## config.mk

```make
export PLATFORM = sky130hd
export DESIGN_NAME = ula_seq_flat
export DESIGN_NICKNAME = d
export VERILOG_FILES = /design/src/rtl/ula_seq_if.sv /design/src/rtl/ula_seq.sv /design/src/flat_wrapper.sv
export SDC_FILE = /design/constraint.sdc
export NUM_CORES = 1
export LEC_CHECK = 0
export ABC_AREA = 1
export CAP_MARGIN = 15
export CELL_PAD_IN_SITES_DETAIL_PLACEMENT = 1
export CELL_PAD_IN_SITES_GLOBAL_PLACEMENT = 1
export CORE_MARGIN = 1.5
export CORE_UTILIZATION = 35
export DETAILED_ROUTE_END_ITERATION = 16
export PLACE_DENSITY_LB_ADDON = 0.1
export SLEW_MARGIN = 15
export SYNTH_ARGS = -nofsm -noshare
export SYNTH_HDL_FRONTEND = slang
export SYNTH_SLANG_ARGS = --single-unit
```

## constraint.sdc

```tcl
create_clock -name clk -period 2.5 [get_ports clk]
set_input_delay 0.75 -clock clk [delete_from_list [all_inputs] [get_ports clk]]
set_output_delay 0.75 -clock clk [all_outputs]
set_load 0.01 [all_outputs]
```

## src/rtl/ula_seq_if.sv

```systemverilog
// Request/response bundle for the sequential ALU: operands and opcode in,
// registered result, NZCV flags and unsigned compare outputs back.
interface ula_seq_if #(parameter int WIDTH = 4);
   logic             in_valid;
   logic             in_ready;
   logic [WIDTH-1:0] a;
   logic [WIDTH-1:0] b;
   logic [2:0]       ALUControl;
   logic             out_valid;
   logic             out_ready;
   logic [WIDTH-1:0] result;
   logic             zero;
   logic             carry;
   logic             overflow;
   logic             negative;
   logic             hs;
   logic             ls;
   logic             hi;
   logic             lo;

   modport master (
      output in_valid, a, b, ALUControl, out_ready,
      input  in_ready, out_valid, result, zero, carry, overflow, negative,
             hs, ls, hi, lo
   );

   modport slave (
      input  in_valid, a, b, ALUControl, out_ready,
      output in_ready, out_valid, result, zero, carry, overflow, negative,
             hs, ls, hi, lo
   );
endinterface

```

## src/rtl/ula_seq.sv

```systemverilog
// Registered ALU: single-cycle add/sub/logic/slt, iterative shift-add multiply
// and restoring divide; result and flags held until the consumer takes them.
module ula_seq #(
   parameter int WIDTH = 4
) (
   input logic      clk,
   input logic      rst_n,
   ula_seq_if.slave bus
);
   localparam int CW = $clog2(WIDTH + 1);
   localparam int M  = WIDTH - 1;

   typedef enum logic [1:0] {IDLE, BUSY, DONE} state_t;

   state_t           state_q;
   logic [CW-1:0]    cnt_q;
   logic             isMul_q;
   logic [WIDTH-1:0] operand_q;
   logic [WIDTH-1:0] accHi_q;
   logic [WIDTH-1:0] accLo_q;
   logic [WIDTH-1:0] result_q;
   logic             zero_q, carry_q, overflow_q, negative_q;

   logic [WIDTH:0]   addFull, subFull;
   logic             addV, subV;
   logic [WIDTH-1:0] aluRes;
   logic             aluC, aluV;

   assign addFull = {1'b0, bus.a} + {1'b0, bus.b};
   assign subFull = {1'b0, bus.a} + {1'b0, ~bus.b} + (WIDTH+1)'(1);
   assign addV    = (bus.a[M] == bus.b[M]) && (addFull[M] != bus.a[M]);
   assign subV    = (bus.a[M] != bus.b[M]) && (subFull[M] != bus.a[M]);

   // slt reports the subtraction's C/V so the unsigned compare outputs stay usable
   always_comb begin
      aluRes = '0;
      aluC   = 1'b0;
      aluV   = 1'b0;
      case (bus.ALUControl)
         3'b000:  begin aluRes = addFull[M:0]; aluC = addFull[WIDTH]; aluV = addV; end
         3'b001:  begin aluRes = subFull[M:0]; aluC = subFull[WIDTH]; aluV = subV; end
         3'b010:  aluRes = bus.a & bus.b;
         3'b011:  aluRes = bus.a | bus.b;
         3'b100:  aluRes = bus.a ^ bus.b;
         3'b101:  begin
            aluRes = {{(WIDTH-1){1'b0}}, subFull[M] ^ subV};
            aluC   = subFull[WIDTH];
            aluV   = subV;
         end
         default: aluRes = '0;
      endcase
   end

   logic [WIDTH:0]   mulSum;
   logic [WIDTH-1:0] mulHi, mulLo;
   logic [WIDTH:0]   divShift, divTrial;
   logic             divFits, divZero;
   logic [WIDTH-1:0] divR, divQ;
   logic [WIDTH-1:0] iterRes;
   logic             iterC, iterV;

   // Multiply: {accHi,accLo} holds {partial product, remaining multiplier}.
   // Divide: accHi is the remainder, accLo shifts dividend bits out and quotient bits in.
   assign mulSum   = {1'b0, accHi_q} + (accLo_q[0] ? {1'b0, operand_q} : '0);
   assign mulHi    = mulSum[WIDTH:1];
   assign mulLo    = {mulSum[0], accLo_q[M:1]};
   assign divShift = {accHi_q, accLo_q[M]};
   assign divTrial = divShift - {1'b0, operand_q};
   assign divFits  = ~divTrial[WIDTH];
   assign divZero  = (operand_q == '0);
   assign divR     = divFits ? divTrial[M:0] : divShift[M:0];
   assign divQ     = {accLo_q[M-1:0], divFits};
   assign iterRes  = isMul_q ? mulLo : (divZero ? '1 : divQ);
   assign iterC    = isMul_q && (mulHi != '0);
   assign iterV    = !isMul_q && divZero;

   always_ff @(posedge clk or negedge rst_n) begin
      if (!rst_n) begin
         state_q    <= IDLE;
         cnt_q      <= '0;
         isMul_q    <= 1'b0;
         operand_q  <= '0;
         accHi_q    <= '0;
         accLo_q    <= '0;
         result_q   <= '0;
         zero_q     <= 1'b0;
         carry_q    <= 1'b0;
         overflow_q <= 1'b0;
         negative_q <= 1'b0;
      end else begin
         case (state_q)
            IDLE: begin
               if (bus.in_valid) begin
                  if (bus.ALUControl[2:1] == 2'b11) begin
                     isMul_q   <= ~bus.ALUControl[0];
                     operand_q <= bus.ALUControl[0] ? bus.b : bus.a;
                     accLo_q   <= bus.ALUControl[0] ? bus.a : bus.b;
                     accHi_q   <= '0;
                     cnt_q     <= '0;
                     state_q   <= BUSY;
                  end else begin
                     result_q   <= aluRes;
                     zero_q     <= (aluRes == '0);
                     negative_q <= aluRes[M];
                     carry_q    <= aluC;
                     overflow_q <= aluV;
                     state_q    <= DONE;
                  end
               end
            end
            BUSY: begin
               accHi_q <= isMul_q ? mulHi : divR;
               accLo_q <= isMul_q ? mulLo : divQ;
               cnt_q   <= cnt_q + CW'(1);
               if (cnt_q == CW'(WIDTH - 1)) begin
                  result_q   <= iterRes;
                  zero_q     <= (iterRes == '0);
                  negative_q <= iterRes[M];
                  carry_q    <= iterC;
                  overflow_q <= iterV;
                  state_q    <= DONE;
               end
            end
            DONE: begin
               if (bus.out_ready) state_q <= IDLE;
            end
            default: state_q <= IDLE;
         endcase
      end
   end

   assign bus.in_ready  = (state_q == IDLE);
   assign bus.out_valid = (state_q == DONE);
   assign bus.result    = result_q;
   assign bus.zero      = zero_q;
   assign bus.carry     = carry_q;
   assign bus.overflow  = overflow_q;
   assign bus.negative  = negative_q;
   assign bus.hs        = carry_q;
   assign bus.ls        = ~carry_q | zero_q;
   assign bus.hi        = carry_q & ~zero_q;
   assign bus.lo        = ~carry_q;
endmodule

```

## src/flat_wrapper.sv

```systemverilog
// flat-port wrapper written by rule: the top's interface ports become plain ports
module ula_seq_flat 
#(
   parameter int WIDTH = 4
)
  (clk, rst_n, bus_in_valid, bus_a, bus_b, bus_ALUControl, bus_out_ready, bus_in_ready, bus_out_valid, bus_result, bus_zero, bus_carry, bus_overflow, bus_negative, bus_hs, bus_ls, bus_hi, bus_lo);
  ula_seq_if #(.WIDTH(WIDTH)) bus_i ();
  input logic clk;
  input logic rst_n;
  input wire logic [$bits(bus_i.in_valid)-1:0] bus_in_valid;
  input wire logic [$bits(bus_i.a)-1:0] bus_a;
  input wire logic [$bits(bus_i.b)-1:0] bus_b;
  input wire logic [$bits(bus_i.ALUControl)-1:0] bus_ALUControl;
  input wire logic [$bits(bus_i.out_ready)-1:0] bus_out_ready;
  output wire logic [$bits(bus_i.in_ready)-1:0] bus_in_ready;
  output wire logic [$bits(bus_i.out_valid)-1:0] bus_out_valid;
  output wire logic [$bits(bus_i.result)-1:0] bus_result;
  output wire logic [$bits(bus_i.zero)-1:0] bus_zero;
  output wire logic [$bits(bus_i.carry)-1:0] bus_carry;
  output wire logic [$bits(bus_i.overflow)-1:0] bus_overflow;
  output wire logic [$bits(bus_i.negative)-1:0] bus_negative;
  output wire logic [$bits(bus_i.hs)-1:0] bus_hs;
  output wire logic [$bits(bus_i.ls)-1:0] bus_ls;
  output wire logic [$bits(bus_i.hi)-1:0] bus_hi;
  output wire logic [$bits(bus_i.lo)-1:0] bus_lo;
  assign bus_i.in_valid = bus_in_valid;
  assign bus_i.a = bus_a;
  assign bus_i.b = bus_b;
  assign bus_i.ALUControl = bus_ALUControl;
  assign bus_i.out_ready = bus_out_ready;
  assign bus_in_ready = bus_i.in_ready;
  assign bus_out_valid = bus_i.out_valid;
  assign bus_result = bus_i.result;
  assign bus_zero = bus_i.zero;
  assign bus_carry = bus_i.carry;
  assign bus_overflow = bus_i.overflow;
  assign bus_negative = bus_i.negative;
  assign bus_hs = bus_i.hs;
  assign bus_ls = bus_i.ls;
  assign bus_hi = bus_i.hi;
  assign bus_lo = bus_i.lo;
  ula_seq #(.WIDTH(WIDTH)) u_core (.clk(clk), .rst_n(rst_n), .bus(bus_i));
endmodule
```

==> run_results.csv <==
group,metric,value,unit
outcome,status,"finished, final reports clean",
detailed_routing,routed_wl,7040,um
placed_design,port_buffers,28,
setup_path,cp_data_arrival_time,2.58,ns
clock_network,cts_buffers,3,
detailed_routing,avgRoutedWirePerCell,15.0,um
timing,clock.fmax,423,MHz
timing,fin_setup_tns,0,ns
synth,netlist_area,2360,um2
detailed_routing,first_pass_iters,4,
final_layout,area.growth.synth_to_final,28.4,%
timing,slew_headroom,70.7,%
synth,ys_warn_count,0,
timing,finClkSkew,0.00714,ns
timing,finalSetupViolCount,0,
synth,synth-seq-cells,25,
synth,syn_inst,334,
clock_network,cts_max_path_buffers,2,
timing,post-route-min-period,2.36,ns
timing,fin_ws,0.138,ns
global_routing,grt_max_degree,26,
floorplanning,fp.dieArea,7230,um2
clock_network,clock_latency,0.27,ns
hold_path,whs_path_depth,2,
synth,synth-compound-area-share,11.5,%
placed_design,place_ws,-0.621,ns
synth,synthesis.nets,376,
placed_design,hpwl,5670,um
final_layout,multi_input_area,1550,um2
setup_path,cpPeakStageDelay,0.49,ns
setup_path,start_kind,"input pin",
detailed_routing,antenna_left,0,
clock_network,cts_root_buffer,"clkbuf_8",
power,p_sw_share,47.7,%
timing,report.final.slew_viol_count,0,
floorplanning,fp.dieW,85.0,um
timing,finalHoldViolations,0,
final_layout,drive_above_1_share,19.4,%
setup_path,crit_fanout,2,
setup_path,cp_num_buf_inv,3,
final_layout,finalCoreUtilization,47.1,%
power,ir_worst_vdd,0.000317,V
final_layout,final-seq-area,626,um2
timing,finalCritPeriodShare,94.5,%
global_routing,overflow,0,
power,static-leakage-power,1.55,nW
floorplanning,std_cell_rows,29,
synth,synth_fa_ha_area_share,15.9,%
setup_path,crit_type,"input pin to flip-flop",
clock_network,ctsHtreeMaxLevel,1,
setup_path,crit_top_cell,"nor2_1",
floorplanning,fp.coreArea,6420,um2
setup_path,crit_family,"simple AND/OR/NAND/NOR gates",
detailed_routing,num_vias,2390,
setup_path,ff2ff_path_depth,12,
final_layout,n_fill_cell,841,
clock_network,clkSlewWorstSetupHoldPaths,0.09,ns
hold_path,hold_path_class,"flip-flop to flip-flop",
global_routing,first_global_vias,2469,
timing,tightest_slew,0.436,ns
setup_path,critPathRequiredTime,2.71,ns
global_routing,grtUsageTotal,20.8,%
power,clockPowerShare,9.1,%
synth,muxShareOfSynthArea,0,%
synth,synth.distinct_cells,34,
clock_network,clock-sinks,25,
global_routing,antenna_found_initial,0,
power,power.switching,1.32,mW
setup_path,path_cells,"buf_2 > inv_2 > ha_4 > nor2_4 > nor2_4 > nor2_4 > nor2_2 > fa_1 > inv_1 > nand3_1 > o21ai_1 > nor2_1 > nand3_1 > nor2_1 > nor2_1 > nor2_1",
synth,synth-simple-area-share,33.7,%
detailed_routing,drc,0,
placed_design,gp_congestion,0.867,
global_routing,grt_pass1_wl,12000,um
setup_path,cp_slowest_cell,"fa_1",
floorplanning,die_h,85.0,um
power,power_frac_comb,62.7,%
floorplanning,io_pins,29,
detailed_routing,vias_per_cell,5.11,
synth,seq_area_frac_synth,26.6,%
job,maxCapViolations,0,
detailed_routing,drt_iter0_drc,65,
power,power_frac_seq,28.2,%
synth,synthXorXnorAreaFrac,1.12,%
floorplanning,initial_core_util,36.7,%
setup_path,cp-end-kind,"flip-flop",
final_layout,num-nets-final,434,
power,power.internal,1.44,mW
synth,avgSynthCellArea,7.05,um2
setup_path,crit_cells,16,
clock_network,cts_tree,"built",
synth,synth_top_family_by_area,"simple AND/OR/NAND/NOR gates",
final_layout,diodes,0,
power,cellPowerDensity,913,nW/um2
clock_network,cts.hold.buffers_added,0,
-- final timing paths --
kind                                        end  slack (ns)                 start
setup reg to reg               u_core.bus.carry        0.47     u_core.accLo_q[0]
hold / removal             u_core.bus.result[1]        0.50  u_core.bus.result[1]
hold reg to reg            u_core.bus.result[1]        0.50  u_core.bus.result[1]
max in group asynchronous     u_core.accLo_q[0]        1.40                 rst_n
min in group asynchronous     u_core.accHi_q[1]        0.84                 rst_n
setup / recovery                u_core.bus.zero        0.14              bus_b[1]
-- kinds of logic after synthesis --
| logic type | after synthesis |
|---|---|
| XOR/XNOR | 3 |
| AND/OR/NAND/NOR | 173 |
| AO/OA/AOI/OAI | 48 |
| adder cells (fa/ha/maj) | 27 |
| flip-flops | 25 |
| buffers and inverters | 58 |
-- through the flow --
step / std cells / hold slack (ns) / instance area, um2 / power [mW]
detailed placement: 455 / 0.484 / 2850 / 2.50
finish: 468 / 0.499 / 3020 / 2.76
global route: 468 / 0.530 / 3020 / 3.06
floorplan: 334 / 0.454 / 2360 / 1.92
global placement: 455 / 0.467 / 2850 / 2.44
CTS: 467 / 0.509 / 2980 / 2.77
-- cells in the final DEF, fill, tap and decap left out, types with 5 or more instances in the layout --
cell	n
nand2_1	82
buf_4	37
nor2_1	36
inv_1	35
nand3_1	29
dfrtp_1	25
o21ai_0	23
clkdlybuf4s50_1	22
ha_1	17
inv_2	11
a21oi_1	11
nand4_1	9
o211ai_1	5
fa_1	5
-- timing repair --
item	CTS	global route
pin swaps	13	11
resized for setup	24	17
buffers inserted	8	1
endpoints found under the setup margin	7	5
endpoints found under the hold margin	0	0
-- power groups by stage --
| stage | Sequential, mW | Combinational (mW) | Clock, mW |
|---|---|---|---|
| after floorplan | 0.743 | 1.18 | 0 |
| after global placement | 0.778 | 1.67 | 0 |
| after global routing | 0.813 | 1.98 | 0.268 |
| after detailed placement | 0.788 | 1.71 | 0 |
| after CTS | 0.783 | 1.73 | 0.254 |
| final | 0.780 | 1.73 | 0.250 |
-- tightest hold or removal path, cell delays in order, from the launching register on --
cell	delay, ns
dfrtp_1	0.36
nand2_1	0.06
nand2_1	0.06
-- registers in the layout, indices dropped and copies added, names as in the netlist --
name	count
u_core.accHi_q	4
u_core.state_q	2
u_core.bus.result	4
u_core.bus.overflow	1
u_core.isMul_q	1
u_core.cnt_q	3
u_core.accLo_q	4
u_core.bus.zero	1
u_core.operand_q	4
u_core.bus.carry	1
-- routing by layer --
metal  up-vias  GRT usage, %  routed length, um
li1       1197             -                  -
met1      1159          26.9               3260
met2        25          37.4               3580
met3         9          1.46                101
met4         0          5.66                 95
met5         -             0                  0
-- synthesized netlist by cell type (all sizes together) --
master	n	area, um2
nand2	83	319
inv	46	173
nor2	44	194
nand3	31	160
dfrtp	25	626
o21ai	25	125
ha	22	275
buf	12	92.6
a21oi	11	55.1
nand4	10	77.6
fa	5	100
o211ai	5	37.5
xnor2	3	26.3
nor3	2	21.3
o31ai	2	15.0
or2	2	15.0
a21boi	1	7.51
a221oi	1	8.76
a22o	1	8.76
a31oi	1	6.26
and2	1	6.26
o22ai	1	6.26
-- layout make-up --
type	instances	area share, %
clock inverters	1	0.248
well taps	77	3.19
multi-input cells	251	51.2
clock buffers	3	1.37
flip-flops and latches	25	20.7
repair buffers	65	17.6
inverters	46	5.71
(Power assumes the default switching activity.)
